`config.mk`:
```
export PLATFORM = sky130hd
export DESIGN_NAME = setpoint_controller
export DESIGN_NICKNAME = d
export VERILOG_FILES = /design/src/rtl/setpoint_controller_pkg.sv /design/src/rtl/setpoint_controller_button_debounce.sv /design/src/rtl/setpoint_controller.sv
export SDC_FILE = /design/constraint.sdc
export NUM_CORES = 1
export LEC_CHECK = 0
export BUFFER_PORTS_ARGS = -buffer_cell sky130_fd_sc_hd__buf_2
export CAP_MARGIN = 20
export CORE_ASPECT_RATIO = 1.75
export CORE_UTILIZATION = 47
export DETAILED_ROUTE_END_ITERATION = 10
export PLACE_DENSITY = 0.62
export SETUP_SLACK_MARGIN = 0.05
export SYNTH_ARGS = -nofsm -noshare
export SYNTH_HDL_FRONTEND = slang
export SYNTH_SLANG_ARGS = --single-unit
```
`constraint.sdc`:
```
create_clock -name clk_i -period 2.3 [get_ports clk_i]
set_input_delay 0.115 -clock clk_i [delete_from_list [all_inputs] [get_ports clk_i]]
set_output_delay 0.115 -clock clk_i [all_outputs]
set_load 0.01 [all_outputs]
```
`src/rtl/setpoint_controller_pkg.sv`:
```
// Shared types and constants for the operator setpoint front-end.
// FSM states, command codes, value limits and mode encodings.
package setpoint_controller_pkg;

    typedef enum logic [1:0] {
        ST_IDLE = 2'd0,
        ST_STEP = 2'd1,
        ST_HOLD = 2'd2
    } state_e;

    typedef enum logic [1:0] {
        CMD_NONE = 2'd0,
        CMD_MODE = 2'd1,
        CMD_UP   = 2'd2,
        CMD_DOWN = 2'd3
    } cmd_e;

    localparam logic [2:0] FREQ_MAX = 3'd7;
    localparam logic [3:0] CURR_MIN = 4'd1;
    localparam logic [3:0] CURR_MAX = 4'd10;

    localparam logic MODO_FREQ = 1'b1;
    localparam logic MODO_CORR = 1'b0;

    // Same-cycle presses resolve as mode > up > down.
    function automatic cmd_e pick_cmd(
        input logic mode,
        input logic up,
        input logic down
    );
        cmd_e c;
        if (mode)      c = CMD_MODE;
        else if (up)   c = CMD_UP;
        else if (down) c = CMD_DOWN;
        else           c = CMD_NONE;
        return c;
    endfunction

endpackage

```
`src/rtl/setpoint_controller_button_debounce.sv`:
```
// Push-button conditioning: 2-FF synchroniser, counter debounce
// and a one-cycle pulse on the debounced rising edge.
module button_debounce #(
    parameter int DB_LIMIT = 500000,
    parameter int DB_CNT_W = 20
) (
    input  logic clk_i,
    input  logic reset,
    input  logic btn_i,
    output logic level_o,
    output logic press_o
);

    localparam logic [DB_CNT_W-1:0] CNT_LAST = DB_CNT_W'(DB_LIMIT - 1);

    logic                sync1_q;
    logic                sync2_q;
    logic                level_q;
    logic                level_d;
    logic                prev_q;
    logic                press_q;
    logic [DB_CNT_W-1:0] cnt_q;
    logic [DB_CNT_W-1:0] cnt_d;

    always_comb begin
        level_d = level_q;
        cnt_d   = '0;
        if (sync2_q != level_q) begin
            if (cnt_q == CNT_LAST) begin
                level_d = sync2_q;
            end else begin
                cnt_d = cnt_q + 1'b1;
            end
        end
    end

    always_ff @(posedge clk_i or posedge reset) begin
        if (reset) begin
            sync1_q <= 1'b0;
            sync2_q <= 1'b0;
            level_q <= 1'b0;
            prev_q  <= 1'b0;
            press_q <= 1'b0;
            cnt_q   <= '0;
        end else begin
            sync1_q <= btn_i;
            sync2_q <= sync1_q;
            level_q <= level_d;
            cnt_q   <= cnt_d;
            prev_q  <= level_q;
            press_q <= level_q & ~prev_q;
        end
    end

    assign level_o = level_q;
    assign press_o = press_q;

endmodule

```
`src/rtl/setpoint_controller.sv`:
```
// Setpoint front-end: three debounced buttons drive a step FSM that
// updates mode, frequency code and current code with saturation.
module setpoint_controller
    import setpoint_controller_pkg::*;
#(
    parameter int         DB_LIMIT  = 500000,
    parameter int         DB_CNT_W  = 20,
    parameter logic [2:0] FREQ_INIT = 3'd0,
    parameter logic [3:0] CURR_INIT = 4'd1
) (
    input  logic       clk_i,
    input  logic       reset,
    input  logic       btn_up_i,
    input  logic       btn_down_i,
    input  logic       btn_mode_i,
    output logic       modo_o,
    output logic [2:0] valorf_o,
    output logic [3:0] valorC_o,
    output logic       cambio_o
);

    logic up_lvl;
    logic up_prs;
    logic dn_lvl;
    logic dn_prs;
    logic md_lvl;
    logic md_prs;

    button_debounce #(
        .DB_LIMIT (DB_LIMIT),
        .DB_CNT_W (DB_CNT_W)
    ) u_up (
        .clk_i   (clk_i),
        .reset   (reset),
        .btn_i   (btn_up_i),
        .level_o (up_lvl),
        .press_o (up_prs)
    );

    button_debounce #(
        .DB_LIMIT (DB_LIMIT),
        .DB_CNT_W (DB_CNT_W)
    ) u_down (
        .clk_i   (clk_i),
        .reset   (reset),
        .btn_i   (btn_down_i),
        .level_o (dn_lvl),
        .press_o (dn_prs)
    );

    button_debounce #(
        .DB_LIMIT (DB_LIMIT),
        .DB_CNT_W (DB_CNT_W)
    ) u_mode (
        .clk_i   (clk_i),
        .reset   (reset),
        .btn_i   (btn_mode_i),
        .level_o (md_lvl),
        .press_o (md_prs)
    );

    state_e     state_q;
    cmd_e       cmd_q;
    logic       modo_q;
    logic [2:0] valorf_q;
    logic [3:0] valorC_q;
    logic       cambio_q;

    logic any_press;
    logic any_level;

    assign any_press = up_prs | dn_prs | md_prs;
    assign any_level = up_lvl | dn_lvl | md_lvl;

    always_ff @(posedge clk_i or posedge reset) begin
        if (reset) begin
            state_q  <= ST_IDLE;
            cmd_q    <= CMD_NONE;
            modo_q   <= MODO_FREQ;
            valorf_q <= FREQ_INIT;
            valorC_q <= CURR_INIT;
            cambio_q <= 1'b0;
        end else begin
            cambio_q <= 1'b0;
            case (state_q)
                ST_IDLE: begin
                    if (any_press) begin
                        cmd_q   <= pick_cmd(md_prs, up_prs, dn_prs);
                        state_q <= ST_STEP;
                    end
                end
                ST_STEP: begin
                    case (cmd_q)
                        CMD_MODE: begin
                            modo_q   <= ~modo_q;
                            cambio_q <= 1'b1;
                        end
                        CMD_UP: begin
                            if (modo_q == MODO_FREQ) begin
                                if (valorf_q < FREQ_MAX) begin
                                    valorf_q <= valorf_q + 3'd1;
                                    cambio_q <= 1'b1;
                                end
                            end else if (valorC_q < CURR_MAX) begin
                                valorC_q <= valorC_q + 4'd1;
                                cambio_q <= 1'b1;
                            end
                        end
                        CMD_DOWN: begin
                            if (modo_q == MODO_FREQ) begin
                                if (valorf_q > 3'd0) begin
                                    valorf_q <= valorf_q - 3'd1;
                                    cambio_q <= 1'b1;
                                end
                            end else if (valorC_q > CURR_MIN) begin
                                valorC_q <= valorC_q - 4'd1;
                                cambio_q <= 1'b1;
                            end
                        end
                        default: ;
                    endcase
                    state_q <= ST_HOLD;
                end
                // No auto-repeat: wait for every button to be released.
                ST_HOLD: begin
                    if (!any_level) begin
                        state_q <= ST_IDLE;
                    end
                end
                default: state_q <= ST_IDLE;
            endcase
        end
    end

    assign modo_o   = modo_q;
    assign valorf_o = valorf_q;
    assign valorC_o = valorC_q;
    assign cambio_o = cambio_q;

endmodule
```
* After elaboration in Yosys (flattened, before gate mapping)
Index checks and enable logic that the tools add are counted.
** Storage, ports and cells
- Register bits :: 88
- Input bits :: 5
- Word-level logic and storage cells :: 107
- Output and inout port bits :: 9
** Operators by class
- Muxes and demuxes :: 30
- Reduce and logical (&&, ||, !) cells :: 10
- Bitwise logic cells :: 11
- Eq/ne operators :: 21
- $add $sub $neg :: 7
- Magnitude comparators :: 4
** Operators by type and width (count)
- $mux W20 :: 6
- $add A20 B1 Y20 const B :: 3
- $eq A20 B19 Y1 const B :: 3
- $ne A2 B2 Y1 const B :: 10
- $mux W4 :: 4
- $mux W3 :: 4
- $reduce_and A2 Y1 :: 6
- $reduce_and A6 Y1 :: 2
- $mux W2 :: 5
- $pmux W4 S2 :: 1
- $mux W1 :: 7
- $eq A2 B2 Y1 const B :: 3
- $pmux W2 S3 :: 1
- $pmux W3 S2 :: 1
- $add A4 B1 Y4 const B :: 1
- $eq A2 B1 Y1 const B :: 2
- $gt A4 B1 Y1 const B :: 1
- $lt A4 B4 Y1 const B :: 1
- $not A1 Y1 :: 4
- $or A1 B1 Y1 :: 4
- $sub A4 B1 Y4 const B :: 1
- $add A3 B1 Y3 const B :: 1
- $and A1 B1 Y1 :: 3
- $gt A3 B1 Y1 const B :: 1
- 6 further kinds :: 8

* Depth between registers and ports, before layout
- Depth after elaboration :: 5
- Mapped depth :: 7
- Depth with buffers taken out :: 6

* Hierarchy
Synthesis repeated with hierarchy kept, for this count alone.
** Second synthesis, totals
- Cell total of the unflattened synthesis :: 428
- Area total of the unflattened synthesis :: 4429.2 µm²
** By module, submodules not included
- button_debounce :: cells each 115, times used 3, seq. area each 625.6 µm², area an instance 1208.7 µm²
- setpoint_controller :: cells each 83, times used 1, seq. area each 327.8 µm², area an instance 803.3 µm²

* Least setup slack after synthesis
No wires, ideal clock.
- Path type :: register to register
- Start :: reg u_up.cnt_q[10]
- End :: reg u_up.level_q (netlist: u_up.level_o)
- Data arrival time :: 1.841 ns
- Clock period less this slack :: 1.966 ns
- Buffers on the path :: 0
- Data required time :: 2.175 ns
- Library setup time :: 0.125 ns
- Setup slack :: 0.334 ns
- Cell stages (with the launch flop) :: 5
- Cells stage by stage :: dfrtp_1 or4b_1 or4_4 nor2_1 mux2_2
** Between the ends
- Longest elaborated chain between the ends :: 2
** Ends and longest elaborated chain
- start, declared :: RTL line setpoint_controller_button_debounce.sv:22 : logic [DB_CNT_W-1:0] cnt_q;
- start signal, assigned :: RTL line setpoint_controller_button_debounce.sv:49 : cnt_q <= cnt_d;
- $eq A20 B19 Y1 :: RTL line setpoint_controller_button_debounce.sv:29 : if (cnt_q == CNT_LAST) begin
- $reduce_and A2 Y1 (no line)
- end signal, assigned :: RTL line setpoint_controller_button_debounce.sv:48 : level_q <= level_d;
- end, declared :: RTL line setpoint_controller_button_debounce.sv:18 : logic level_q;
Every way passes these cells.
A chain may end at the register's enable or synchronous reset.

* Final worst setup path
- Start :: reg u_up.cnt_q[0]
- End :: reg u_up.level_q (netlist: u_up.level_o)
Same word-level chain as after synthesis.

==> flow_metrics.py <==
metrics = {
    "setup_path": {
        "r2r_start": "u_up.cnt_q[0]",
        "required_ns": 2.52,
        "cp-end-kind": "flip-flop",
        "critical_path_class": "reg -> reg",
        "start_kind": "flip-flop",
        "crit_fanout": 6,
        "startpoint": "u_up.cnt_q[0]",
        "cp.arrival_ns": 2.31,
    },
    "synth": {
        "synth_edf_count": 0,
        "synthDistinctLibCells": 57,
        "synthXorXnorAreaFrac_pct": 10.2,
        "synth_ff_type": "dfrtp_1",
        "yosysMostFrequentCell": "dfrtp_1",
        "ys_top_cells_by_area": "dfrtp_1 50%, xnor2_1 7.3%, nor2_1 5.7%, xor2_1 2.8%, nand4_1 2.6%",
        "synthAdderAreaFrac_pct": 2.21,
        "seq_area_frac_synth_pct": 51.2,
        "yosysTopAreaCell": "dfrtp_1",
        "syn_inst": 420,
        "synth.ff_latch_count": 88,
        "synth.top_cell.area_share_pct": 50.0,
        "synthMuxAreaShare_pct": 1.98,
        "synth.top_cells.by_count": "86 x dfrtp_1, 65 x nor2_1, 36 x xnor2_1",
        "yosys_warnings": 0,
        "synth_compound_area_share_pct": 7.88,
        "synth_area_sq_um": 4310,
        "synth_area_per_cell_sq_um": 10.3,
        "synthSimpleGateAreaFrac_pct": 24.0,
        "synth_top_family_by_area": "simple AND/OR/NAND/NOR gates",
        "synth_nets": 432,
        "async_flop_share_pct": 100,
    },
    "sta": {
        "maxSlewHeadroom_pct": 63.0,
        "post-route-min-period_ns": 2.09,
        "fmax_ghz": 0.479,
        "hold_violations": 0,
        "post-route-period-util_pct": 90.7,
        "fin_hold_ws_ns": 0.349,
        "finalMaxSlewViolations": 0,
        "setup_viol": 0,
        "rsz0062_at_grt": "false",
        "fin_skew_ns": 0.00713,
        "worstMarginPinSlew_ns": 0.550,
        "fin_setup_tns_ns": 0,
    },
    "cts": {
        "path_clk_slew_ns": 0.07,
        "cts-root-buf": "clkbuf_16",
        "cts_tree": "yes",
        "htree_levels": 3,
        "max-clock-path-buffers": 2,
        "clk_latency_ns": 0.34,
        "clock_sinks": 88,
        "cts_buffers": 9,
        "post_cts_resized": 0,
    },
    "placed_design": {
        "post-dp-hpwl_um": 5810,
        "routabilityCongestion": 0.788,
        "placed_cell_area_sq_um": 4550,
        "portBuffers": 13,
    },
    "power": {
        "p_leak_nw": 2.06,
        "vdd.ir_drop.worst_v": 0.000428,
        "p_per_area_nw_per_um2": 659,
    },
    "global_routing": {
        "antenna_found_initial": 0,
        "globalRouteTotalUtil_pct": 19.1,
        "grt_pass1_wl_um": 14000,
        "grt_max_degree": 25,
        "grt-ovfl-total": 0,
        "grt_pass1_vias": 3206,
    },
    "route": {
        "vias_per_cell": 5.53,
        "wl_per_cell_um": 13.9,
        "vias": 3165,
        "ant_nets": 0,
        "first_pass_iters": 4,
        "drc": 0,
        "dr.first_iter.drc_count": 127,
        "totalWireLength_um": 7960,
    },
    "floorplan": {
        "io_pins": 14,
        "core_sq_um": 8780,
        "die_area_sq_um": 9560,
        "start_util_pct": 49.0,
        "rows": 45,
        "fp.dieH_um": 129,
        "die_w_um": 74.4,
    },
    "outcome": {
        "status": "complete, no violations",
    },
    "final_layout": {
        "drive_gt1_share_pct": 12.5,
        "nets": 462,
        "multi_input_area_sq_um": 1990,
        "post-route-util_pct": 56.2,
        "syn_to_final_growth_pct": 14.6,
        "regArea_sq_um": 2200,
        "final_area_sq_um": 4940,
        "fillers": 804,
        "diodes": 0,
    },
    "flow_run": {
        "max-cap-violations": 0,
    },
    "worst_hold_path": {
        "hp-class": "in -> async",
    },
}
==> placed cells by master (no fill, tap or decap), drive strengths merged, types with 11 or more instances in the layout <==
master | synthesis | layout
nor2 | 65 | 65
nand3 | 21 | 21
nand4 | 20 | 20
xor2 | 14 | 14
nand2 | 20 | 20
buf | 3 | 24
o21ai | 11 | 11
inv | 18 | 17
nor4 | 17 | 17
clkbuf | 6 | 11
a21oi | 14 | 14
xnor2 | 36 | 36
dfrtp | 86 | 86
==> layout make-up <==
type / instances / area share (%)
multi-input cells: 305 / 40.3
inverters: 18 / 1.44
clock buffers: 11 / 4.92
flip-flops and latches: 88 / 44.7
clock inverters: 5 / 1.62
repair buffers: 28 / 4.06
well taps: 117 / 2.97
==> worst paths after layout <==
check,endpoint,slack (ns),depth (start not counted)
worst max-delay path,u_up.level_o,0.21,5
worst min-delay path,u_up.sync1_q,0.35,3
worst max register to register,u_up.level_o,0.21,5
worst min register to register,u_down.sync2_q,0.35,0
max in group asynchronous,modo_o,1.34,4
min in group clk_i,u_down.sync2_q,0.35,0
==> flip-flops by register name, summed over array words and instances (netlist names), 2 cells and up <==
register,cells
valorC_o,4
cmd_q,2
valorf_o,3
u_up.cnt_q,20
u_down.cnt_q,20
state_q,2
u_mode.cnt_q,20
==> kinds of logic (layout without fill, tap and decap cells) <==
| family | count (synthesis) | count (layout) |
|---|---|---|
| flops | 88 | 88 |
| compound gates | 47 | 47 |
| buf+inv | 27 | 62 |
| fa+ha+maj | 7 | 7 |
| simple gates | 193 | 193 |
| mux | 8 | 8 |
| xor+xnor | 50 | 50 |
==> worst max-delay path, cell delays in order, from the launching register on <==
cell,delay (ns)
dfrtp_1,0.40
ha_1,0.23
nand4_1,0.23
or4_4,0.63
nor2_1,0.12
mux2_2,0.34
==> report_power, final <==
group	leakage [nW]	total, W	switching, W	internal (W)
registers	1.20	0.00158	0.0000184	0.00157
logic	0.712	0.000101	0.0000635	0.0000372
clock network	0.152	0.00157	0.000590	0.000979
==> metal layers <==
metal	wire length, um	vias to the layer above	GRT usage, %
met2	4280	37	33.7
met5	0	-	0
met3	115	16	2.35
li1	-	1560	-
met4	264	0	12.7
met1	3300	1552	20.7
==> stage by stage <==
stage	total power [W]	setup WS [ns]	instances
finish	0.00325	0.214	572
CTS	0.00329	0.151	571
global placement	0.00171	0.235	551
floorplan	0.00167	0.334	420
global route	0.00336	0.102	572
detailed placement	0.00171	0.167	551
==> what timing repair did <==
action,in CTS,in global routing
hold buffers,4,0
setup buffers,0,1
endpoints found under the hold margin,21,0
setup endpoints to repair,0,17
Note: power is estimated with default switching activity, not from simulation.
